`src/rtl/load_store_unit.sv`:
```
// Load/store unit: runs one data-memory transaction per load/store over a
// req/ack handshake. It handles byte-lane steering, sign/zero extension,
// misalignment detection and a request timeout, and emits a one-cycle response.
module load_store_unit #(
    parameter int TIMEOUT_CYCLES = 16,
    parameter int CNT_W          = 8
) (
    input  logic        clk,
    input  logic        rst,
    input  logic        in_valid,
    output logic        in_ready,
    input  logic [5:0]  alucode,
    input  logic [31:0] addr,
    input  logic [31:0] store_data,
    output logic        resp_valid,
    output logic [31:0] resp_rdata,
    output logic        resp_misalign,
    output logic        resp_timeout,
    output logic        mem_req,
    output logic        mem_we,
    output logic [31:0] mem_addr,
    output logic [3:0]  mem_wstrb,
    output logic [31:0] mem_wdata,
    input  logic        mem_ack,
    input  logic [31:0] mem_rdata
);
    // Memory alucodes; these must stay in sync with define.vh.
    localparam logic [5:0] ALU_LB  = 6'd20;
    localparam logic [5:0] ALU_LH  = 6'd21;
    localparam logic [5:0] ALU_LW  = 6'd22;
    localparam logic [5:0] ALU_LBU = 6'd23;
    localparam logic [5:0] ALU_LHU = 6'd24;
    localparam logic [5:0] ALU_SB  = 6'd25;
    localparam logic [5:0] ALU_SH  = 6'd26;
    localparam logic [5:0] ALU_SW  = 6'd27;

    typedef enum logic [1:0] {IDLE, REQ, RESP} state_t;

    state_t      state, next_state;
    logic [5:0]  op_q;
    logic [31:0] addr_q, sdata_q, rdata_q, load_ext;
    logic [CNT_W-1:0] cnt;
    logic        mis_q, to_q;
    logic        in_ls, in_mis, accept, timeout_hit, is_store;
    logic [7:0]  lane_b;
    logic [15:0] lane_h;

    assign accept   = in_valid && in_ready;
    assign is_store = (op_q == ALU_SB) || (op_q == ALU_SH) || (op_q == ALU_SW);
    // The ack takes priority, so expiry only matters when no ack arrives.
    assign timeout_hit = (TIMEOUT_CYCLES != 0) &&
                         (cnt == CNT_W'(TIMEOUT_CYCLES - 1));

    // Classify the incoming op: is it a memory op, and is it misaligned?
    always_comb begin
        in_ls  = 1'b0;
        in_mis = 1'b0;
        case (alucode)
            ALU_LB, ALU_LBU, ALU_SB: in_ls = 1'b1;
            ALU_LH, ALU_LHU, ALU_SH: begin in_ls = 1'b1; in_mis = addr[0]; end
            ALU_LW, ALU_SW:          begin in_ls = 1'b1; in_mis = |addr[1:0]; end
            default: ;
        endcase
    end

    // Extract and extend load data from the returned word.
    always_comb begin
        lane_b   = mem_rdata[8*addr_q[1:0] +: 8];
        lane_h   = mem_rdata[16*addr_q[1] +: 16];
        load_ext = 32'd0;
        case (op_q)
            ALU_LB:  load_ext = {{24{lane_b[7]}}, lane_b};
            ALU_LBU: load_ext = {24'd0, lane_b};
            ALU_LH:  load_ext = {{16{lane_h[15]}}, lane_h};
            ALU_LHU: load_ext = {16'd0, lane_h};
            ALU_LW:  load_ext = mem_rdata;
            default: load_ext = 32'd0;
        endcase
    end

    // State register.
    always_ff @(posedge clk or posedge rst) begin
        if (rst) state <= IDLE;
        else     state <= next_state;
    end

    // Next-state logic.
    always_comb begin
        next_state = state;
        case (state)
            IDLE: if (accept) next_state = (in_ls && !in_mis) ? REQ : RESP;
            REQ:  if (mem_ack || timeout_hit) next_state = RESP;
            RESP: next_state = IDLE;
            default: next_state = IDLE;
        endcase
    end

    // Op latch, timeout counter and response capture.
    always_ff @(posedge clk or posedge rst) begin
        if (rst) begin
            op_q    <= 6'd0;
            addr_q  <= 32'd0;
            sdata_q <= 32'd0;
            rdata_q <= 32'd0;
            cnt     <= '0;
            mis_q   <= 1'b0;
            to_q    <= 1'b0;
        end else begin
            case (state)
                IDLE: begin
                    cnt <= '0;
                    if (accept) begin
                        op_q    <= alucode;
                        addr_q  <= addr;
                        sdata_q <= store_data;
                        rdata_q <= 32'd0;
                        mis_q   <= in_mis;
                        to_q    <= 1'b0;
                    end
                end
                REQ: begin
                    cnt <= cnt + CNT_W'(1);
                    if (mem_ack)          rdata_q <= load_ext;
                    else if (timeout_hit) to_q    <= 1'b1;
                end
                default: cnt <= '0;
            endcase
        end
    end

    // Outputs decode from state so an async reset drops them at once.
    always_comb begin
        in_ready      = (state == IDLE);
        mem_req       = (state == REQ);
        resp_valid    = (state == RESP);
        mem_we        = mem_req && is_store;
        mem_addr      = mem_req ? {addr_q[31:2], 2'b00} : 32'd0;
        mem_wstrb     = 4'd0;
        mem_wdata     = 32'd0;
        resp_rdata    = resp_valid ? rdata_q : 32'd0;
        resp_misalign = resp_valid && mis_q;
        resp_timeout  = resp_valid && to_q;
        if (mem_we) begin
            case (op_q)
                ALU_SB: begin
                    mem_wstrb = 4'b0001 << addr_q[1:0];
                    mem_wdata = {4{sdata_q[7:0]}};
                end
                ALU_SH: begin
                    mem_wstrb = addr_q[1] ? 4'b1100 : 4'b0011;
                    mem_wdata = {2{sdata_q[15:0]}};
                end
                default: begin
                    mem_wstrb = 4'b1111;
                    mem_wdata = sdata_q;
                end
            endcase
        end
    end
endmodule

```
`config.mk`:
```
export PLATFORM = sky130hd
export DESIGN_NAME = load_store_unit
export DESIGN_NICKNAME = d
export VERILOG_FILES = /design/src/rtl/load_store_unit.sv
export SDC_FILE = /design/constraint.sdc
export NUM_CORES = 1
export LEC_CHECK = 0
export CELL_PAD_IN_SITES_DETAIL_PLACEMENT = 1
export CELL_PAD_IN_SITES_GLOBAL_PLACEMENT = 1
export CORE_MARGIN = 2
export CORE_UTILIZATION = 30
export DETAILED_ROUTE_END_ITERATION = 8
export GPL_TIMING_DRIVEN = 0
export PLACE_DENSITY = 0.89
export SLEW_MARGIN = 20
export SYNTH_ARGS = -nofsm -noshare
export SYNTH_HDL_FRONTEND = slang
export SYNTH_SLANG_ARGS = --single-unit
```
`constraint.sdc`:
```
create_clock -name clk -period 3.75 [get_ports clk]
set_clock_uncertainty 0.2 [all_clocks]
set_input_delay 0.5625 -clock clk [delete_from_list [all_inputs] [get_ports clk]]
set_output_delay 0.5625 -clock clk [all_outputs]
set_load 0.005 [all_outputs]
```
* After elaboration in Yosys (flattened, before gate mapping)
Index checks and enable logic that the tools add are counted.
** Word-level totals
- Flip-flop bits (word level) :: 114
- Output and inout bits :: 106
** Operators by class
- Add/sub/neg operators :: 1
- Eq/ne operators :: 24
- Shifts and indexed selects :: 3
- Muxes and demuxes :: 22
- Reduce and logical (&&, ||, !) cells :: 19
** Operators with widths (count)
- $mux W32 :: 5
- $pmux W32 S5 :: 1
- $pmux W32 S2 :: 2
- $eq A6 B5 Y1 const B :: 16
- $shiftx A32 B6 Y16 :: 1
- $shiftx A32 B6 Y8 :: 1
- $add A8 B1 Y8 const B :: 1
- $eq A8 B4 Y1 const B :: 1
- $mux W4 :: 2
- $mux W8 :: 1
- $ne A2 B1 Y1 const B :: 4
- $pmux W4 S2 :: 1
- $reduce_or A8 Y1 :: 1
- $mux W2 :: 3
- $logic_and A1 B1 Y1 :: 5
- $mux W1 :: 4
- $pmux W1 S2 :: 2
- $pmux W2 S2 :: 1
- $reduce_and A2 Y1 :: 2
- $reduce_and A4 Y1 :: 1
- $reduce_or A2 Y1 :: 2
- $shl A1 B2 Y4 const A :: 1
- $logic_or A1 B1 Y1 :: 3
- $reduce_and A3 Y1 :: 1
- 7 further kinds :: 7

* Logic depth before layout (Yosys ltp)
- Depth after elaboration :: 8
- Mapped depth :: 8
- Mapped depth without buffers :: 6

* Least setup slack after synthesis
No wires, ideal clock.
- Path type :: reg-to-output
- Start :: register op_q[1]
- End :: output mem_wdata[24]
- Arrival :: 1.592 ns
- Path slack :: 1.396 ns
- Stages on the path, launching flop included :: 7
- Cells stage by stage :: dfrtp_1 -> buf_6 -> nor2b_1 -> o21ai_1 -> buf_2 -> nand2_1 -> a31oi_1
** On the way
- Cells in the longest elaborated chain, start to end :: 5
- Elaborated cells between the ends (all ways) :: 8
- Classes of those cells :: eq/ne: 3; mux: 2; reduce/logical: 3
** RTL lines
- start: declaration :: line 40 : logic [5:0] op_q;
- start signal: assignment :: line 113 : op_q <= alucode;
- $eq A6 B5 Y1 :: line 49, 144
- $logic_or A1 B1 Y1 (2 in series) :: line 49 : assign is_store = (op_q == ALU_SB) || (op_q == ALU_SH) || (op_q == ALU_SW);
- $logic_and A1 B1 Y1 :: line 136 : mem_we = mem_req && is_store;
- $mux W32 * :: line 143 : if (mem_we) begin
- end: declaration :: line 23 : output logic [31:0] mem_wdata,
Every way passes the cells marked *; elsewhere a longest branch is shown, timed or not.

* Worst setup path in the final report
- Start :: register state[1]
- End :: output mem_wstrb[2]
** On the way
- Cells in the longest elaborated chain, start to end :: 3
** RTL lines
- start: declaration :: line 39 : state_t state, next_state;
- start signal: assignment :: line 84 : else state <= next_state;
- $eq A2 B1 Y1 :: line 134 : mem_req = (state == REQ);
- $logic_and A1 B1 Y1 :: line 136
- $mux W4 :: line 143
- end: declaration :: line 22 : output logic [3:0] mem_wstrb,
No other way between the ends.

==> summary.md <==
| Metric | Value |
|---|---|
| Setup TNS | 0 ps |
| Worst-path clk slew | roughly 50 ps |
| Clock Sinks | 114 |
| Cell variety after synth | a little under 50 |
| GR Util All Layers | 20.8% |
| Synth top cells by count | 242 x nand2_1, 114 x dfrtp_1, 84 x and2_1 |
| PortBufs | approximately 210 |
| Wire length per cell | 18.1 µm |
| Max_cap viols | 0 |
| Antenna cells | 0 |
| Clock tree from TritonCTS | yes |
| Hpwl dp | 16,400 µm |
| Cell Area, Synth | roughly 6000 µm² |
| Slowest CP cell | clkdlybuf4s50_1 |
| Endpoints failing setup | 0 |
| Reg-to-reg slack, setup | 1350 ps |
| Die H | 145 µm |
| First-pass GRT wire length | roughly 35,000 µm |
| Drt pass-1 iters | 4 |
| GR peak layer | met2 |
| RD Place Congestion | 0.836 |
| Max Buffers Root-to-Sink | 2 |
| I/O pin total | 212 |
| CP max FO | 10 |
| Most common flop cell mapped by yosys | dfrtp_1 |
| Worst Setup Path Type | reg -> out |
| Synth Register Bits | 114 |
| Total Power | 3.82 mW |
| Max stage delay on crit path | 550 ps |
| Ranking of synthesized cells by area | dfrtp_1 48%, nand2_1 15%, and2_1 8.8% |
| Non-filler cells, final | 1,186 |
| Relative slew margins | 53.8% |
| Clk Latency, worst-skew pair | slightly above 400 ps |
| Layout area overhead | 52.0% |
| Req. time, crit path | ~3000 ps |
| Most frequent cell after synthesis | nand2_1 |
| RSZ-0062 raised after global routing | false |
| Core box area | 19,500 µm² |
| GR Util met1 | 25.6% |
| Hold buffers post-CTS | 0 |
| Routed via count | 5,785 |
| Status | completed |
| Post-synth EDFFs | 0 |
| Met3 usage | 6.36% |
| Clk Tree Root Cell | clkbuf_16 |
| H-tree level count | 4 |
| GRT Residual Overflow | 0 |
| # DRC | 0 |
| Max frequency | between 200 and 300 MHz |
| Post-synthesis sequential area ratio | 47.5% |
| Fin. Hold Viols | 0 |
| Placed Cells | 1,156 |
| Startpoint type of the worst setup path | register |
| Num CTS Buffers | 17 |
| Yosys synthesis warning count | 0 |
| Met2 usage | 35.3% |
| Crit-path cells | nand2b_1, buf_2, inv_2, nand2_1, or2_1, clkbuf_1, buf_2, a21oi_1, clkdlybuf4s50_1 |
| Max-slew violations | 0 |
| Initial Util | 30.8% |
| Worst Path Arrival | 2790 ps |
| Iteration-0 DRC Markers | 261 |
| Initial antenna violation count | 2 |
| Worst Max-Slew Pin Slew | 694 ps |
| Minimum clock period | 3550 ps |
| Peak supply drop | roughly 0.0003 V |
| Min Hold Slack | 261 ps |
| Pleak | 4.23 nW |
| Post-route core utilization | 46.8% |
| Nets | 1,015 |
| Fin crit share | 94.7% |
| Gate Count Post-Synth | roughly 680 |
| Critical Path Sink Type | output port |
| FP Rows | just over 50 |
| Layout cells sized above 1 | under 10% |
| Vias in the first global route | 6,191 |
| Vias per std cell | 4.88 |
| Yosys top cell by area | dfrtp_1 |
| Routed Antenna Nets | 0 |
| HP Class | reg -> reg |
| Maximum number of pins on one net before global-route repair | 30 |
| Die area | 21,200 µm² |
| Power Dens Cells | about 420 nW/µm² |
| Syn Area/Cell | 8.87 µm² |
| Routed wire length | 21,500 µm |
| Most used cell, CP | buf_2 |
| Top cell type's share of synthesized area | 47.5% |
| Ys async rst share | 100% |
| Die W | 145 µm |
[worst paths after layout]
path,startpoint,endpoint,depth (start not counted)
setup / recovery,state[1]$_DFFE_PP0P_,mem_wstrb[2],9
hold / removal,addr_q[18]$_DFFE_PP0P_,addr_q[18]$_DFFE_PP0P_,2
setup reg to reg,state[0]$_DFFE_PP0P_,sdata_q[8]$_DFFE_PP0P_,5
hold reg to reg,addr_q[18]$_DFFE_PP0P_,addr_q[18]$_DFFE_PP0P_,2
max in group asynchronous,rst,sdata_q[3]$_DFFE_PP0P_,4
min in group asynchronous,rst,cnt[1]$_DFF_PP0_,2
[worst max-delay path: cells and delay by family, from the launching register on]
kind / cells / cell delay, ps
DFF: 1 / 400
and+or+nand+nor: 3 / 450
AOI/OAI and AO/OA: 1 / 180
buffers and inverters: 5 / 1340
[placed cells by master (no fill, tap or decap), types with 9 or more instances in the layout]
cell type and n:
a21oi_1 18, a221o_1 32, and2_1 84, buf_2 11, clkbuf_1 25, clkbuf_16 17
clkdlybuf4s50_1 209, dfrtp_1 114, inv_1 12, mux2i_1 9, nand2_1 242, nor2_1 19
o21ai_0 10
[area by class of cell]
type | count | area [µm²]
Inverter | 15 | 60.1
Multi-Input combinational cell | 503 | 2890
Buffer | 44 | 209
Clock inverter | 9 | 129
Clock buffer | 23 | 478
Fill cell | 2277 | 10400
Timing Repair Buffer | 213 | 2180
Tap cell | 265 | 332
Sequential cell | 114 | 2850
[report_power, final]
part | switching, mW | internal (mW)
sequential | 0.111 | 1.38
combinational | 0.362 | 0.300
clock | 0.576 | 1.09
[stage by stage]
step / instance area [µm²] / setup WS (ps)
final: 9130 / 197
after global routing: 9130 / 8.24
after CTS: 9140 / 71.7
after floorplan: 6010 / 1400
after global placement: 8440 / 422
after detailed placement: 8520 / 456
[timing repair]
item,in CTS,in global routing
resized for setup,2,4
setup endpoints to repair,2,14
gates cloned,0,0
buffers inserted,0,0
[layer usage]
layer / vias up / wire length [µm]
li1: 2723 / -
met1: 2842 / 9230
met2: 200 / 10600
met3: 18 / 1330
met4: 2 / 291
met5: - / 12
[kinds of logic (layout without fill, tap and decap cells)]
family	Yosys count	count (layout)	synth area share [%]
other cells	1	2	0.0625
fa+ha+maj	1	1	0.208
mux	17	17	4.50
compound gates	101	101	13.4
flops	114	114	47.5
xor+xnor	6	6	0.875
simple gates	376	376	28.9
buf+inv	61	304	4.50
[registers in the layout, indices dropped and copies added (netlist names)]
signal   flops
addr_q      32
cnt          8
state        2
sdata_q     32
mis_q        1
op_q         6
to_q         1
rdata_q     32
(Power assumes the default switching activity.)
